==> src/rtl/tagged_fifo_dispatch.sv <==
// Steers one tagged input stream into NUM_FIFOS independent circular FIFOs with per-channel pops.
// Optional saturating dropped-push counter when DISPATCH_DROP_CNT_EN is defined.
module tagged_fifo_dispatch #(
  parameter int NUM_FIFOS = 4,
  parameter int WIDTH     = 8,
  parameter int DEPTH     = 4,
  parameter int TAGWIDTH  = $clog2(NUM_FIFOS)
) (
  input  logic                       clk,
  input  logic                       rst,
  input  logic                       push,
  input  logic [TAGWIDTH-1:0]        tag,
  input  logic [WIDTH-1:0]           data_in,
  output logic                       push_rdy,
  input  logic [NUM_FIFOS-1:0]       pop,
  output logic [NUM_FIFOS*WIDTH-1:0] data_out,
  output logic [NUM_FIFOS-1:0]       vld,
  output logic [NUM_FIFOS-1:0]       full
`ifdef DISPATCH_DROP_CNT_EN
  ,
  output logic [7:0]                 drop_cnt
`endif
);

  localparam int PW = $clog2(DEPTH);
  localparam int CW = $clog2(DEPTH + 1);
  localparam logic [PW-1:0] LP_PTR_LAST = PW'(DEPTH - 1);
  localparam logic [CW-1:0] LP_CNT_FULL = CW'(DEPTH);

  logic [WIDTH-1:0]     r_mem    [NUM_FIFOS][DEPTH];
  logic [PW-1:0]        r_wr_ptr [NUM_FIFOS];
  logic [PW-1:0]        r_rd_ptr [NUM_FIFOS];
  logic [CW-1:0]        r_cnt    [NUM_FIFOS];
  logic [NUM_FIFOS-1:0] w_push_ch;
  logic [NUM_FIFOS-1:0] w_pop_ch;

  function automatic logic [PW-1:0] ptr_inc(input logic [PW-1:0] p);
    return (p == LP_PTR_LAST) ? '0 : p + 1'b1;
  endfunction

  // An out-of-range tag matches no channel, so push_rdy stays low for it.
  always_comb begin
    push_rdy  = 1'b0;
    w_push_ch = '0;
    for (int k = 0; k < NUM_FIFOS; k++) begin
      if (tag == TAGWIDTH'(k)) begin
        push_rdy     = !full[k];
        w_push_ch[k] = push && !full[k];
      end
    end
  end

  assign w_pop_ch = pop & vld;

  for (genvar k = 0; k < NUM_FIFOS; k++) begin : g_ch
    assign vld[k]                       = (r_cnt[k] != '0);
    assign full[k]                      = (r_cnt[k] == LP_CNT_FULL);
    assign data_out[k*WIDTH +: WIDTH]   = r_mem[k][r_rd_ptr[k]];
  end

  always_ff @(posedge clk or posedge rst) begin
    if (rst) begin
      for (int k = 0; k < NUM_FIFOS; k++) begin
        r_wr_ptr[k] <= '0;
        r_rd_ptr[k] <= '0;
        r_cnt[k]    <= '0;
        for (int e = 0; e < DEPTH; e++) r_mem[k][e] <= '0;
      end
    end else begin
      for (int k = 0; k < NUM_FIFOS; k++) begin
        if (w_push_ch[k]) begin
          r_mem[k][r_wr_ptr[k]] <= data_in;
          r_wr_ptr[k]           <= ptr_inc(r_wr_ptr[k]);
        end
        if (w_pop_ch[k]) r_rd_ptr[k] <= ptr_inc(r_rd_ptr[k]);
        case ({w_push_ch[k], w_pop_ch[k]})
          2'b10:   r_cnt[k] <= r_cnt[k] + 1'b1;
          2'b01:   r_cnt[k] <= r_cnt[k] - 1'b1;
          default: r_cnt[k] <= r_cnt[k];
        endcase
      end
    end
  end

`ifdef DISPATCH_DROP_CNT_EN
  logic [7:0] r_drop_cnt;
  logic       w_drop;

  function automatic logic [7:0] sat_inc(input logic [7:0] v);
    return (v == 8'hFF) ? v : v + 8'd1;
  endfunction

  assign w_drop   = push && !push_rdy;
  assign drop_cnt = r_drop_cnt;

  always_ff @(posedge clk or posedge rst) begin
    if (rst)         r_drop_cnt <= '0;
    else if (w_drop) r_drop_cnt <= sat_inc(r_drop_cnt);
  end
`endif

endmodule

==> config.mk <==
export PLATFORM = sky130hd
export DESIGN_NAME = tagged_fifo_dispatch
export DESIGN_NICKNAME = d
export VERILOG_FILES = /design/src/rtl/tagged_fifo_dispatch.sv
export SDC_FILE = /design/constraint.sdc
export NUM_CORES = 1
export LEC_CHECK = 0
export ABC_CLOCK_PERIOD_IN_PS = 7000
export CAP_MARGIN = 20
export CORE_MARGIN = 3
export CORE_UTILIZATION = 50
export CTS_CLUSTER_SIZE = 14
export DETAILED_ROUTE_END_ITERATION = 8
export PLACE_DENSITY = 0.78
export RECOVER_POWER = 100
export SLEW_MARGIN = 20
export SYNTH_ARGS = -nofsm -noshare
export SYNTH_HDL_FRONTEND = slang
export SYNTH_SLANG_ARGS = --single-unit
export TNS_END_PERCENT = 100
==> constraint.sdc <==
create_clock -name clk -period 7 [get_ports clk]
set_clock_uncertainty 0.15 [all_clocks]
set_input_delay 1.4 -clock clk [delete_from_list [all_inputs] [get_ports clk]]
set_output_delay 1.4 -clock clk [all_outputs]
set_load 0.02 [all_outputs]
-- Yosys cells after proc, flatten, opt, wreduce, memory -nomap -nowiden
Cells that the tools add are included.
- bits in registers: 156
- input bits: 17
- output and inout bits: 41
- logic and storage cells: 153
- $add $sub $neg: 16
- magnitude comparators: 12
- equality and inequality tests: 23
- mux-type cells: 44
- bitwise logic cells: 9
- reduce and logical (&&, ||, !) cells: 21
- operators with widths (operator ; number):
    bitwise mux 32 bit ; 4
    two-way mux 8 bit ; 12
    binary-select mux 8 bit (select 2 bit) ; 4
    demux 8 bit (select 2 bit) ; 4
    == test 2 bit (second input constant) ; 14
    >= comparator 3 bit (second input constant) ; 8
    inverter 2 -> 3 bit ; 8
    one-hot mux 3 bit (2 select lines) ; 4
    adder 2 x 1 -> 2 bit (second input constant) ; 8
    two-way mux 2 bit ; 8
    adder 3 x 1 -> 3 bit (second input constant) ; 4
    == test 3 bit (second input constant) ; 4
    less-than comparator 3 x 1 -> 1 bit (second input constant) ; 4
    nonzero test 3 bit ; 4
    subtractor 3 x 1 -> 3 bit (second input constant) ; 4
    == test 2 x 1 -> 1 bit (second input constant) ; 5
    logical AND 1 bit ; 8
    two-way mux 1 bit ; 8
    nonzero test 2 bit ; 4
    AND 4 bit ; 1
    logical NOT 1 bit ; 4
    logical NOT 2 bit ; 1

-- Longest topological paths before layout
- depth after elaboration: 6
- depth in mapped cells: 11
- depth with buffers taken out: 11

-- Least setup slack after synthesis
OpenSTA, ideal clock, no wires.
- path type: input-to-output
- start: in tag[0]
- end: out push_rdy
- arrival time: 2.122 ns
- required time: 5.450 ns
- slack: 3.328 ns
- stages on the path: 2
- cell sequence: buf_2 mux4_2
- word-level cells in the longest chain between the ends: 5
- RTL lines (item ; line ; source):
    start, declared ; 12 ; input logic [TAGWIDTH-1:0] tag,
    logical NOT 2 bit ; 46 ; if (tag == TAGWIDTH'(k)) begin
    two-way mux 1 bit (3 in series) ; 46 ;
    two-way mux 1 bit (*) ; 46 ;
    end, declared ; 14 ; output logic push_rdy,
Mark *: on every way between the ends. The rest lies on a longest branch, timed or not.

==> out/metrics.cfg <==
[outcome]
outcome = complete, but fails checks
violations = capacitance limit, slew limit

[route]
wire_per_inst_um = 19.4
wl_um = 14400
post_drt_via_cell_ratio = 5.59
firstDrtPassIters = 4
drtAntennaViolNets = 0
vias = 4140
route.detailed.drc = 0
drtIter0Drc = 176

[critical_path]
crit_type = in -> async
cp-start-kind = input pin
critPathMaxStageDelay_ns = 2.63
cp_data_required_time_ns = 7.33
cp-end-kind = async pin
path_cells = dlygate4sd3_1 -> inv_1 -> buf_4
r2r_slack_ns = 4.01
cp_max_fo = 102
slowest_stage = inv_1
worstPathArrival_ns = 5.53

[timing]
min_period_over_period_pct = 74.2
finalHoldViolations = 0
setup_viol = 0
fin_crit_ns = 5.19
worstMarginPinSlew_ns = 3.76
rsz0062_at_grt = no
slew_viol_final = 148
tns_ns = 0
relSlewSlack_pct = -151
fmax_mhz = 193

[global_routing]
grt_max_degree = 103
grt.overflow.total = 0
met2_usage_pct = 30.9
grt_pass1_vias = 4435
grt_pass1_wl_um = 23500
grt_most_used_layer = met2
use_met1_pct = 24.0
antenna_found_initial = 0
grt_use_met3_pct = 4.73
grt_usage_pct = 18.5

[floorplanning]
die_h_um = 128
design.core.area_um2 = 14600
dieArea_um2 = 16500
rows = 44
fp.dieW_um = 128
start_util_pct = 51.4
ios = 58

[final_layout]
multi_input_area_um2 = 3210
nFillCells = 1091
synthToLayoutAreaGrowth_pct = 14.9
drive_gt1_share_pct = 37.6
nNetsFinal = 588
diodes = 0
final_cell_count_no_fill = 740
ff_latch_area_um2 = 3900

[cts]
cts_tree = done
cts_resized = 0
cts_buffer_depth = 2
cts_root_buffer = clkbuf_16
cts_hold_buf = 0
clkSinkCount = 156
postCtsSetupRepairBufs = 0
clock_latency_ns = 0.42
cts_max_level = 4
clkTransAtPathRegs_ns = 0.06
numCtsBuffers = 17

[power_and_ir_drop]
leakage_nw = 3.82
vdd_drop_max_mv = 0.295
powerDensity_nw_per_um2 = 501

[placement]
dpl.hpwl_um = 9840
port_buffers = 57
gp_congestion = 0.759
place_inst = 708

[synthesis]
synth_area_leader_cell = dfrtp_1
syn_nets = 532
synth_top_area_share_pct = 52.1
yosysWarnings = 0
syn_area_per_cell_um2 = 15.4
synth-seq-cells = 156
synthTopCellsByArea = dfrtp_1 52%, mux2_2 21%, mux4_2 9.9%
netlist_area_um2 = 7500
postSynthCellCount = 487
synth_seq_area_share_pct = 52.1
synth_cell_types = 32

[min_path]
hold_path_class = reg -> reg

[job]
drv_cap = 6

==> flip-flops by register name (all words and copies together), names as in the netlist <==
name and flops:
r_mem 128, r_cnt 12, r_rd_ptr 8, r_wr_ptr 8
==> final timing paths <==
check                            end   startpoint  depth (start not counted)
max reg2reg                r_mem[46]  r_wr_ptr[2]                          4
min reg2reg                r_mem[57]    r_mem[57]                          1
max in group clk            push_rdy       tag[0]                          3
max                        r_mem[55]          rst                          3
min in group asynchronous  r_mem[84]          rst                          2
min                        r_mem[57]    r_mem[57]                          1
==> stage by stage <==
step,power [W],util (%),area (µm²),setup WS [ns],hold slack [ns]
2_1_floorplan,0.00291,-,7500,1.24,0.296
3_3_place_gp,0.00346,56.3,8220,1.83,0.310
3_5_place_dp,0.00357,56.3,8220,1.79,0.322
4_1_cts,0.00449,60.3,8800,1.78,0.339
5_1_grt,0.00459,59.1,8620,1.11,0.359
6_report,0.00431,59.1,8620,1.81,0.334
==> metal layers <==
| layer | vias to the layer above | part of all wire (%) |
|---|---|---|
| met5 | - | 0 |
| met4 | 0 | 1.3 |
| met3 | 14 | 3.7 |
| met2 | 65 | 51 |
| met1 | 2200 | 44 |
| li1 | 1861 | - |
==> logic make-up after synthesis <==
| group | synth area share, % |
|---|---|
| flip-flops | 52.1 |
| adder cells (fa/ha/maj) | 5.07 |
| buffers and inverters | 2.84 |
| multiplexers | 31.8 |
| AND/OR/NAND/NOR | 6.69 |
| XOR/XNOR | 1.40 |
| AO/OA/AOI/OAI | 0.133 |
==> layout make-up <==
cell class	instances	area share (%)
flip-flops and latches	156	45.3
multi-input cells	278	37.2
repair buffers	58	6.71
clock buffers	17	4.94
well taps	184	2.67
clock inverters	15	1.77
inverters	32	1.39
==> synthesized netlist by cell type <==
cell / number
xnor2_1: 4
mux2i_1: 2
or3_1: 4
nor3_1: 1
clkbuf_1: 8
o21ai_0: 2
nand3b_1: 1
inv_1: 29
xor2_1: 8
nand2b_1: 1
nor2_1: 12
buf_4: 1
mux2_1: 1
nor3b_4: 1
mux2_2: 143
nand4b_2: 4
mux4_2: 33
nor3b_1: 1
ha_1: 24
nand3_1: 1
nor3_4: 8
or3b_1: 2
and2b_2: 1
inv_2: 3
and3_1: 1
nor4b_4: 4
nand2_1: 14
fa_1: 4
buf_2: 8
nand2_4: 1
buf_1: 4
dfrtp_1: 156
==> worst max-delay path, delay by kind of cell <==
family | cells | cell delay, ns
buffers and inverters | 3 | 4.06
==> power breakdown <==
group          switching (W)  leakage [nW]  internal (W)
combinational       0.000735          1.63      0.000987
clock               0.000399         0.272      0.000501
sequential          0.000347          1.92       0.00134
==> cells in the final DEF (no fill, tap or decap), types with 9 or more instances in the layout <==
cell / instances
ha_1: 24
dlygate4sd3_1: 47
clkdlybuf4s50_1: 10
mux4_2: 33
inv_1: 29
clkbuf_16: 17
nand2_1: 14
dfrtp_1: 156
nor2_1: 12
mux2_2: 137
nor3_1: 9
Power figures use the tool's default switching activity.
==> patch 1, RTL diff (same flow settings) <==
Change the parameter `DEPTH` from 4 to 2.
--- a/src/rtl/tagged_fifo_dispatch.sv
+++ b/src/rtl/tagged_fifo_dispatch.sv
@@ -3,7 +3,7 @@
 module tagged_fifo_dispatch #(
   parameter int NUM_FIFOS = 4,
   parameter int WIDTH     = 8,
-  parameter int DEPTH     = 4,
+  parameter int DEPTH     = 2,
   parameter int TAGWIDTH  = $clog2(NUM_FIFOS)
 ) (
   input  logic                       clk,
Function: changed (Yosys sat finds a counterexample within 4 cycles, from zero or initial values and one cycle with rst high).
==> patch 1 against the original RTL <==
- the run still ends with capacitance limit, slew limit left
- sequential cell count is 76 lower
- fmax is 9.6% higher
- largest power group unchanged
- critical path depth stayed put
- count of clock-buffer cells in the layout is 5 lower
- critical endpoint is now push_rdy
- global-route usage is 0.31 points lower
- total power is 47% lower
- die area is 49% lower
- routed wire length is 50% lower
- worst setup slack better by 0.45 ns
- cell area is 48% lower
- area after synthesis is 51% lower
- cell count is 45% lower
- via count is 49% lower
- combinational power is 40% lower
==> patch 1: results (changes against the original RTL) <==
* Met1 WL at 3460 µm (-45%)
* Layout cells sized above 1 at 35.4% (-2.2 points)
* Slowest CP cell: dlygate4sd3_1
* Crit path largest cell delay at 0.66 ns (-1.97 ns)
* Area contributors post-synth: dfrtp_1 (55%), mux2_2 (27%), mux2_4 (3.3%)
* Adder-cell share of the synthesized area at 1.37% (-3.7 points)
* Clock root buffer: clkbuf_8
* Met3 Use GR at 4.56% (-0.18 points)
* Detailed Place HPWL at 4820 µm (-51%)
* Routability cong. at 0.783 (+3.1%)
* Overall Global Routing Usage at 18.2% (-0.31 points)
* Met1 Track Usage GR at 26.0% (+2.0 points)
* Peak supply drop at 266 µV (-10%)
* Post-synth net total at 267 (-50%)
* First-pass GRT wire length at 11700 µm (-50%)
* Mux cell area share after synthesis at 31.1% (-0.72 points)
* Failing checks: capacitance limit, slew limit
* Worst-Margin Slew at 2.02 ns (-1.74 ns)
* Status: finished with violations
* Crit-path max FO at 6 (-94%)
* Largest net degree at the start of global routing at 81 (-21%)
* Max_cap viols at 2 (-4)
* Vias at 2105 (-49%)
* Post-synth cell types at 27 (-16%)
* Worst skew pair latency at 0.34 ns (-0.08 ns)
* Max Slew Vio Count at 18 (-88%)
* CTS Buf Count at 9 (-8)
patch 1: cell types whose count changed after synthesis, sizes merged, moves of 14 or more:
cell   change
dfrtp     -76
mux2      -48
mux4      -32
inv       -27
ha        -20
nand2     -14
patch 1: logic make-up after synthesis:
| kind of cell | count (synthesis) |
|---|---|
| xor+xnor | 20 |
| fa+ha+maj | 4 |
| buf+inv | 13 |
| flops | 80 |
| mux | 97 |
| simple gates | 32 |
patch 1: area by class of cell:
| cell class | instances | area, µm² |
|---|---|---|
| inverter | 5 | 18.8 |
| clock buffer | 12 | 155 |
| timing repair buffer | 58 | 578 |
| clock inverter | 3 | 65.1 |
| tap | 96 | 120 |
| sequential | 80 | 2000 |
| fill | 518 | 2470 |
| multi-input combinational | 153 | 1530 |
patch 1: worst register-to-register path: cells and delay by family, from the launching register on:
kind	cells	cell delay (ns)
and+or+nand+nor	2	1.75
muxes	1	0.46
DFF	1	0.41
buffers and inverters	1	0.08
patch 1: power by group:
group	switching [mW]	internal (mW)
Combinational	0.462	0.574
Clock	0.154	0.218
Sequential	0.170	0.696
patch 1: path summary, 6_finish.rpt:
kind	start	slack [ns]	cells past startpoint	end
setup / recovery	tag[0]	2.26	3	push_rdy
max in group asynchronous	rst	4.42	3	r_mem[4]
setup reg to reg	r_cnt[0]	4.05	4	r_mem[15]
hold reg to reg	r_cnt[3]	0.34	1	r_cnt[3]
min in group asynchronous	rst	1.66	3	r_mem[60]
hold / removal	r_cnt[3]	0.34	1	r_cnt[3]
patch 1: through the flow:
step	cell area [µm²]	instances
after floorplan	3660	246
after global placement	4320	392
after detailed placement	4320	392
after CTS	4540	407
after global routing	4470	407
final	4470	407
==> patch 2, RTL diff (config.mk and constraints unchanged) <==
Without the edit above. The option `DISPATCH_DROP_CNT_EN` is turned on by a define.
--- a/src/rtl/tagged_fifo_dispatch.sv
+++ b/src/rtl/tagged_fifo_dispatch.sv
@@ -1,5 +1,7 @@
 // Steers one tagged input stream into NUM_FIFOS independent circular FIFOs with per-channel pops.
 // Optional saturating dropped-push counter when DISPATCH_DROP_CNT_EN is defined.
+`define DISPATCH_DROP_CNT_EN
+
 module tagged_fifo_dispatch #(
   parameter int NUM_FIFOS = 4,
   parameter int WIDTH     = 8,
Check against the original RTL (old outputs only; new: drop_cnt): equivalent (equiv_simple and equiv_induct, registers matched by name and starting in step).
==> patch 2 against the original RTL <==
- the flow now finishes without violations
- worst setup slack gained 0.34 ns
- cell area grew 4.6%
- routed wire length grew 2.7%
- register-to-register slack lost 0.06 ns
- sequential cell count grew 8
- area after synthesis grew 0.85%
- total power grew 3.8%
- largest power group is now registers
- highest routed layer unchanged
==> patch 2: results (changes against the original RTL) <==
* Worst slew margin at 17.8% (+170 points)
* Largest net degree at the start of global routing at 110 (+6.8%)
* Worst skew pair latency at about 0.43 ns
* Clock transition at path regs at 0.06 ns (about the same)
* Detailed Place HPWL at 10100 µm (+2.9%)
* Crit path largest cell delay at 0.69 ns (-1.94 ns)
* Pre-CTS setup slack at 2.30 ns (+0.512 ns)
* Final WS setup at 2.14 ns (+0.340 ns)
* CTS H-tree lvls at 4 (unchanged)
* Post-synth top cells: dfrtp_1 (164), mux2_2 (133), inv_1 (33), mux4_2 (33), nand2_1 (27)
* Register area share after synthesis at 54.3% (+2.2 points)
* PortBufs at 65 (+14%)
* Hold Slack at 0.336 ns (+0.00174 ns)
* Slowest CP cell: dlygate4sd3_1
* Post-synth net total at 557 (+4.7%)
* Vias per cell at 5.56 (-0.65%)
* DRT Pass-1 Iters at 5 (+1)
* Layout cells sized above 1 at 33.4% (-4.1 points)
* First-pass GRT wire length at 24700 µm (+5.4%)
* Status: finished, final reports clean
* Reg2reg setup slack at 3.95 ns (-0.06 ns)
* Clock root buffer: clkbuf_16
* Peak supply drop at 237 µV (-20%)
* Crit-path max FO at 8 (-92%)
* Drt total wl at 14800 µm (+2.7%)
* Overall Global Routing Usage at 19.5% (+0.95 points)
* Routability cong. at 0.743 (-2.0%)
* Fin nets at 625 (+6.3%)
* Worst Path Arrival at 3.31 ns (-2.22 ns)
* Vias in the first global route at 4772 (+7.6%)
* 1st-iter DRT viols at 244 (+39%)
* Area contributors post-synth: dfrtp_1 (54%), mux2_2 (20%), mux4_2 (9.8%)
* Pleak at 4.12 nW (+7.9%)
* Placed instance area at 8390 µm² (+2.1%)
* ANT cells at 0 (unchanged)
-- patch 2: changes by cell type after synthesis, moves of 4 or more --
| cell | delta |
|---|---|
| nand2_1 | +13 |
| mux2_2 | -10 |
| nand4b_2 | -4 |
| nor3_4 | -8 |
| buf_2 | -8 |
| nor3_1 | +4 |
| xor2_1 | +7 |
| a21o_1 | +4 |
| clkbuf_1 | +5 |
| inv_1 | +4 |
| nor4b_4 | -4 |
| o21ai_0 | +6 |
| dfrtp_1 | +8 |
| nand2_2 | +4 |
-- patch 2: kinds of logic after synthesis --
family / count (synthesis) / share of synthesized area [%]
and+or+nand+nor: 66 / 4.70
DFF: 164 / 54.3
muxes: 170 / 30.2
buffers and inverters: 50 / 2.48
AOI/OAI and AO/OA: 13 / 0.993
adders and majority gates: 29 / 5.20
xor gates and xnor gates: 19 / 2.20
-- patch 2: worst max-delay path, delay by kind of cell --
family	cells	cell delay, ns
buffers and inverters	2	1.30
multiplexers	1	0.61
-- patch 2: where the power goes --
part / internal (mW) / total (mW) / switching [mW]
combinational: 0.979 / 1.73 / 0.753
sequential: 1.40 / 1.75 / 0.347
clock: 0.638 / 1.00 / 0.363
-- patch 2: layout make-up --
cell class	instances	area, µm²
Fill cell	1101	5630
Inverter	33	129
Clock buffer	26	539
Sequential cell	164	4100
Timing Repair Buffer	66	658
Tap cell	184	230
Multi-Input combinational cell	297	3240
Clock inverter	6	113
-- patch 2: metal layers --
layer | global-route usage [%] | share of wire, %
met3 | 5.19 | 3.1
met5 | 0 | 0
met4 | 5.62 | 1.3
met2 | 32.1 | 50
met1 | 25.7 | 45
-- patch 2: through the flow --
step / utilization, % / std cells
2_1_floorplan: - / 511
3_3_place_gp: 57.3 / 744
3_5_place_dp: 57.3 / 744
4_1_cts: 61.8 / 776
5_1_grt: 61.5 / 776
6_report: 61.5 / 776
-- patch 2: path summary, 6_finish.rpt --
| path | startpoint | to | cells after the start |
|---|---|---|---|
| max | tag[1] | push_rdy | 3 |
| min | drop_cnt[6] | drop_cnt[6] | 1 |
| max reg2reg | r_cnt[2] | r_cnt[1] | 8 |
| min reg2reg | drop_cnt[6] | drop_cnt[6] | 1 |
| max in group asynchronous | rst | r_mem[34] | 3 |
| min in group asynchronous | rst | r_rd_ptr[6] | 2 |
